[src/rtl/fifo_wr_ptr_gray_if.sv]
// Write-side handshake bundle between the pixel writer, the FIFO memory and
// the read-domain pointer logic. The slave modport is the pointer manager.
interface fifo_wr_ptr_gray_if #(
  parameter int ADDR_WIDTH = 4
);
  logic                  wr_en_i;
  logic [ADDR_WIDTH:0]   rd_ptr_gray_i;
  logic                  wr_inc_o;
  logic [ADDR_WIDTH-1:0] wr_addr_o;
  logic [ADDR_WIDTH:0]   wr_ptr_gray_o;
  logic                  full_o;
  logic                  almost_full_o;
  logic [ADDR_WIDTH:0]   wr_level_o;
  logic                  overflow_o;

  modport master (
    output wr_en_i,
    output rd_ptr_gray_i,
    input  wr_inc_o,
    input  wr_addr_o,
    input  wr_ptr_gray_o,
    input  full_o,
    input  almost_full_o,
    input  wr_level_o,
    input  overflow_o
  );

  modport slave (
    input  wr_en_i,
    input  rd_ptr_gray_i,
    output wr_inc_o,
    output wr_addr_o,
    output wr_ptr_gray_o,
    output full_o,
    output almost_full_o,
    output wr_level_o,
    output overflow_o
  );
endinterface

[src/rtl/fifo_wr_ptr_gray.sv]
// Write-side pointer manager for the dual-clock pixel FIFO.
// Keeps the binary write pointer, publishes a registered Gray copy to the
// read domain, synchronizes the read Gray pointer in, and derives the
// full / almost-full / level / overflow indications from the synchronized
// read pointer. Flags are computed from next-state values so they settle on
// the same edge the pointer moves.
module fifo_wr_ptr_gray #(
  parameter int ADDR_WIDTH   = 4,
  parameter int SYNC_STAGES  = 2,
  parameter int AFULL_THRESH = 12
) (
  input logic              clk,
  input logic              rst,
  fifo_wr_ptr_gray_if.slave bus
);
  localparam int PW = ADDR_WIDTH + 1;
  localparam logic [ADDR_WIDTH:0] AFULL_LVL = PW'(AFULL_THRESH);

  logic [ADDR_WIDTH:0] bin_q;
  logic [ADDR_WIDTH:0] bin_next;
  logic [ADDR_WIDTH:0] gray_next;
  logic [ADDR_WIDTH:0] gray_q;
  logic [ADDR_WIDTH:0] sync_q [SYNC_STAGES];
  logic [ADDR_WIDTH:0] rd_sync;
  logic [ADDR_WIDTH:0] rd_bin;
  logic [ADDR_WIDTH:0] level_next;
  logic [ADDR_WIDTH:0] level_q;
  logic [ADDR_WIDTH:0] full_cmp;
  logic                accept;
  logic                full_q;
  logic                afull_q;
  logic                ovf_q;

  // A write is taken only when the FIFO is not full; the pointer then advances
  // by one and wraps naturally at 2^(ADDR_WIDTH+1).
  assign accept     = bus.wr_en_i & ~full_q;
  assign bin_next   = bin_q + {{ADDR_WIDTH{1'b0}}, accept};
  assign gray_next  = bin_next ^ (bin_next >> 1);
  assign rd_sync    = sync_q[SYNC_STAGES-1];
  assign level_next = bin_next - rd_bin;
  // Full when the write pointer is exactly one depth ahead: in Gray code that
  // is the read pointer with its two top bits inverted.
  assign full_cmp   = {~rd_sync[ADDR_WIDTH:ADDR_WIDTH-1], rd_sync[ADDR_WIDTH-2:0]};

  // Gray-to-binary of the synchronized read pointer: each binary bit is the
  // XOR of all Gray bits at and above it.
  always_comb begin
    rd_bin = '0;
    for (int i = 0; i <= ADDR_WIDTH; i++) begin
      rd_bin[i] = ^(rd_sync >> i);
    end
  end

  // Multi-stage synchronizer bringing the read domain's Gray pointer into clk.
  always_ff @(posedge clk or posedge rst) begin
    if (rst) begin
      for (int i = 0; i < SYNC_STAGES; i++) begin
        sync_q[i] <= '0;
      end
    end else begin
      sync_q[0] <= bus.rd_ptr_gray_i;
      for (int i = 1; i < SYNC_STAGES; i++) begin
        sync_q[i] <= sync_q[i-1];
      end
    end
  end

  // Pointer, registered Gray output and status flags, all from next-state values.
  always_ff @(posedge clk or posedge rst) begin
    if (rst) begin
      bin_q   <= '0;
      gray_q  <= '0;
      full_q  <= 1'b0;
      afull_q <= 1'b0;
      level_q <= '0;
      ovf_q   <= 1'b0;
    end else begin
      bin_q   <= bin_next;
      gray_q  <= gray_next;
      full_q  <= (gray_next == full_cmp);
      afull_q <= (level_next >= AFULL_LVL);
      level_q <= level_next;
      ovf_q   <= bus.wr_en_i & full_q;
    end
  end

  assign bus.wr_inc_o      = accept;
  assign bus.wr_addr_o     = bin_q[ADDR_WIDTH-1:0];
  assign bus.wr_ptr_gray_o = gray_q;
  assign bus.full_o        = full_q;
  assign bus.almost_full_o = afull_q;
  assign bus.wr_level_o    = level_q;
  assign bus.overflow_o    = ovf_q;
endmodule

[src/flat_wrapper.sv]
// flat-port wrapper written by rule: the top's interface ports become plain ports
module fifo_wr_ptr_gray_flat 
#(
  parameter int ADDR_WIDTH   = 4,
  parameter int SYNC_STAGES  = 2,
  parameter int AFULL_THRESH = 12
)
  (clk, rst, bus_wr_en_i, bus_rd_ptr_gray_i, bus_wr_inc_o, bus_wr_addr_o, bus_wr_ptr_gray_o, bus_full_o, bus_almost_full_o, bus_wr_level_o, bus_overflow_o);
  fifo_wr_ptr_gray_if #(.ADDR_WIDTH(ADDR_WIDTH)) bus_i ();
  input logic clk;
  input logic rst;
  input wire logic [$bits(bus_i.wr_en_i)-1:0] bus_wr_en_i;
  input wire logic [$bits(bus_i.rd_ptr_gray_i)-1:0] bus_rd_ptr_gray_i;
  output wire logic [$bits(bus_i.wr_inc_o)-1:0] bus_wr_inc_o;
  output wire logic [$bits(bus_i.wr_addr_o)-1:0] bus_wr_addr_o;
  output wire logic [$bits(bus_i.wr_ptr_gray_o)-1:0] bus_wr_ptr_gray_o;
  output wire logic [$bits(bus_i.full_o)-1:0] bus_full_o;
  output wire logic [$bits(bus_i.almost_full_o)-1:0] bus_almost_full_o;
  output wire logic [$bits(bus_i.wr_level_o)-1:0] bus_wr_level_o;
  output wire logic [$bits(bus_i.overflow_o)-1:0] bus_overflow_o;
  assign bus_i.wr_en_i = bus_wr_en_i;
  assign bus_i.rd_ptr_gray_i = bus_rd_ptr_gray_i;
  assign bus_wr_inc_o = bus_i.wr_inc_o;
  assign bus_wr_addr_o = bus_i.wr_addr_o;
  assign bus_wr_ptr_gray_o = bus_i.wr_ptr_gray_o;
  assign bus_full_o = bus_i.full_o;
  assign bus_almost_full_o = bus_i.almost_full_o;
  assign bus_wr_level_o = bus_i.wr_level_o;
  assign bus_overflow_o = bus_i.overflow_o;
  fifo_wr_ptr_gray #(.ADDR_WIDTH(ADDR_WIDTH), .SYNC_STAGES(SYNC_STAGES), .AFULL_THRESH(AFULL_THRESH)) u_core (.clk(clk), .rst(rst), .bus(bus_i));
endmodule
[config.mk]
export PLATFORM = sky130hd
export DESIGN_NAME = fifo_wr_ptr_gray_flat
export DESIGN_NICKNAME = d
export VERILOG_FILES = /design/src/rtl/fifo_wr_ptr_gray_if.sv /design/src/rtl/fifo_wr_ptr_gray.sv /design/src/flat_wrapper.sv
export SDC_FILE = /design/constraint.sdc
export NUM_CORES = 1
export LEC_CHECK = 0
export CAP_MARGIN = 20
export CORE_ASPECT_RATIO = 1.2
export CORE_MARGIN = 2
export CORE_UTILIZATION = 53
export CTS_CLUSTER_DIAMETER = 80
export DETAILED_ROUTE_END_ITERATION = 8
export GPL_ROUTABILITY_DRIVEN = 1
export GPL_TIMING_DRIVEN = 0
export PLACE_DENSITY_LB_ADDON = 0.15
export SYNTH_ARGS = -nofsm -noshare
export SYNTH_HDL_FRONTEND = slang
export SYNTH_SLANG_ARGS = --single-unit
export TNS_END_PERCENT = 20
[constraint.sdc]
create_clock -name clk -period 7.4 [get_ports clk]
set_input_delay 1.48 -clock clk [delete_from_list [all_inputs] [get_ports clk]]
set_output_delay 1.48 -clock clk [all_outputs]
set_load 0.02 [all_outputs]
==> flow_summary.json <==
{
  "holdPathEnd": "u_core.rd_sync[0]",
  "power_mw": 0.7725,
  "fillers": 157,
  "syn_area_um2": 1197,
  "critPathCaptureType": "primary output",
  "drt_first_pass_iters": 4,
  "path_clk_slew_ps": 130,
  "ys_seq_elements": 27,
  "io_buffers": 25,
  "worstSetupPathType": "input pin to primary output",
  "syn_avg_cell_area_um2": 12.88,
  "cts_root_buf": "clkbuf_4",
  "setup_viol": 0,
  "fmax_mhz": 234.1,
  "cts_buffer_depth": 2,
  "drive_above_1_share_pct": 8.943,
  "slew_violations": 0,
  "worstSetupStartpoint": "bus_wr_en_i",
  "crit_fanout": 2,
  "die_w_um": 47.39,
  "routed_via_density": 5.078,
  "diodes": 0,
  "syn-instance-count": 93,
  "grt_pass1_wl_um": 3318,
  "yosys_warnings": 0,
  "fp.dieH_um": 56.07,
  "relSlewSlack_pct": 65.85,
  "cts.htree.levels": 1,
  "critPathMaxStageDelay_ps": 640,
  "cts.repair.resized": 0,
  "post-route-drc-count": 0,
  "worstHoldStart": "u_core.sync_q[5]",
  "hold_path.class": "flop to flop",
  "first_iter_violations": 7,
  "gp_congestion": 0.7305,
  "cts_tree": "built",
  "yosysSeqAreaShare_pct": 56.43,
  "grt_overflow": 0,
  "arrival_ps": 2790,
  "grt_pass1_vias": 760,
  "wl_per_cell_um": 12.88,
  "rsz0062_at_grt": "false",
  "numCtsBuffers": 3,
  "num_io_pins": 26,
  "r2r-end": "u_core.bus.almost_full_o",
  "fin_tns_setup_ps": 0,
  "synthToLayoutAreaGrowth_pct": 28.53,
  "reg2reg_depth": 10,
  "cap_violations": 0,
  "path_cells": "clkdlybuf4s50_1 > nor2b_1 > clkdlybuf4s50_1",
  "hold_viol": 0,
  "cts_sinks": 27,
  "drt-total-wl_um": 1970,
  "start_util_pct": 57.17,
  "place_ws_ps": 3001,
  "p_per_area_nw_per_um2": 502.0,
  "ir_drop_v": 0.0003579,
  "cp.required_ps": 5920,
  "synth_nets": 107,
  "routed-via-count": 777,
  "min_period_over_period_pct": 57.74,
  "rows": 18,
  "antenna_left": 0,
  "r2r_start": "u_core.bus.full_o",
  "dieArea_um2": 2657,
  "status": "complete, no violations",
  "worst_pin_slew_ps": 508.5,
  "grt_max_degree": 28,
  "p_leak_nw": 0.6797,
  "cp_common_cell": "clkdlybuf4s50_1",
  "synth_cell_type_count": 28,
  "cts_hold_buffers": 0,
  "setup_slack_ps": 3127,
  "start_kind": "input pin",
  "post_cts_buffers": 0,
  "crit_buf_inv": 2,
  "utilization_pct": 73.48,
  "worstSkewPairLatency_ps": 320,
  "final_net_count": 138,
  "core_area_um2": 2095,
  "cp_slowest_cell": "clkdlybuf4s50_1",
  "hold_ws_ps": 372.8,
  "antenna_found_initial": 0,
  "whs_path_depth": 0,
  "grt_usage_pct": 17.45,
  "rrSetupSlack_ps": 4630,
  "fin_crit_ps": 4273,
  "place.detailed.hpwl_um": 1493,
  "clock_skew_ps": 2.814,
  "crit_family": "buffers and inverters"
}
how the worst max path moves through the flow:
stage	end	cells past startpoint	slack (ps)
finish	bus_wr_inc_o	3	3130
global route	bus_wr_inc_o	3	3050
CTS	bus_wr_inc_o	3	3130
detailed placement	u_core.bus.almost_full_o	11	3000
global placement	u_core.bus.almost_full_o	11	3050
floorplan	u_core.bus.almost_full_o	10	3540
cells by family (layout without fill, tap and decap cells):
logic type,count (synthesis),count (layout),synth area share [%]
xor+xnor,20,20,17.03
fa+ha+maj,6,6,6.269
simple gates,19,19,10.03
mux,1,1,0.8360
buf+inv,8,38,2.508
compound gates,12,12,6.897
flops,27,27,56.43
power by group:
part           internal (mW)  switching, mW
Sequential             0.201         0.0238
Combinational          0.238          0.248
Clock                 0.0211         0.0403
cells in the final DEF, fill, tap and decap left out, types with 2 or more instances in the layout:
master / synthesis / layout
nor2b_1: 3 / 3
ha_1: 6 / 6
nand2b_1: 3 / 3
o21ai_0: 2 / 2
clkbuf_1: 1 / 2
inv_1: 7 / 7
xnor2_1: 11 / 11
nor3_1: 2 / 2
clkbuf_4: 0 / 3
nand3_1: 3 / 3
a21o_2: 2 / 2
a21oi_1: 4 / 4
xor2_1: 6 / 6
dfrtp_1: 27 / 27
clkdlybuf4s50_1: 0 / 25
and2_1: 2 / 2
layer usage:
layer | up-vias | wire length (um) | global-route usage, % | part of all wire [%]
met5 | - | 0 | 0 | 0
met4 | 0 | 31 | 8.333 | 1.6
met3 | 4 | 91 | 1.948 | 4.6
met2 | 28 | 1034 | 27.80 | 52
met1 | 372 | 812 | 22.60 | 41
li1 | 373 | - | - | -
state kept, by name (all words and copies together), names as in the netlist:
name                      cells
u_core.bin_q                  5
u_core.bus.full_o             1
u_core.bus.wr_level_o         5
u_core.bus.overflow_o         1
u_core.rd_sync                5
u_core.sync_q                 5
u_core.bus.almost_full_o      1
u_core.bus.wr_ptr_gray_o      4
cell usage after synthesis:
cell type | instances | area, um^2
dfrtp_1 | 27 | 675.7
xnor2_1 | 11 | 96.34
inv_1 | 7 | 26.28
ha_1 | 6 | 75.07
xor2_1 | 6 | 52.55
a21oi_1 | 4 | 20.02
nand2b_1 | 3 | 18.77
nand3_1 | 3 | 15.01
nor2b_1 | 3 | 18.77
a21o_2 | 2 | 17.52
and2_1 | 2 | 12.51
nor3_1 | 2 | 10.01
o21ai_0 | 2 | 10.01
a211oi_1 | 1 | 7.510
a221oi_1 | 1 | 8.760
a22o_1 | 1 | 8.760
and3_1 | 1 | 6.260
clkbuf_1 | 1 | 3.750
mux2i_1 | 1 | 10.01
nand3b_1 | 1 | 7.510
nand4_1 | 1 | 6.260
nor3b_1 | 1 | 7.510
o21ba_2 | 1 | 10.01
or2_2 | 1 | 6.260
or4_4 | 1 | 11.26
xnor2_2 | 1 | 16.27
xnor3_1 | 1 | 22.52
xor2_2 | 1 | 16.27
cell type report:
class,instances,area (um^2),share of cell area (%)
sequential,27,675.6,43.90
multi-input combinational,58,491.7,31.95
timing repair buffer,26,277.8,18.05
tap,30,37.54,2.439
clock buffer,4,26.28,1.707
inverter,7,26.28,1.707
buffer,1,3.754,0.2439
metrics by stage:
stage          instances  area (um^2)
2_1_floorplan         93         1197
3_3_place_gp         148         1485
3_5_place_dp         148         1485
4_1_cts              152         1511
5_1_grt              153         1539
6_report             153         1539
Power figures use the tool's default switching activity.
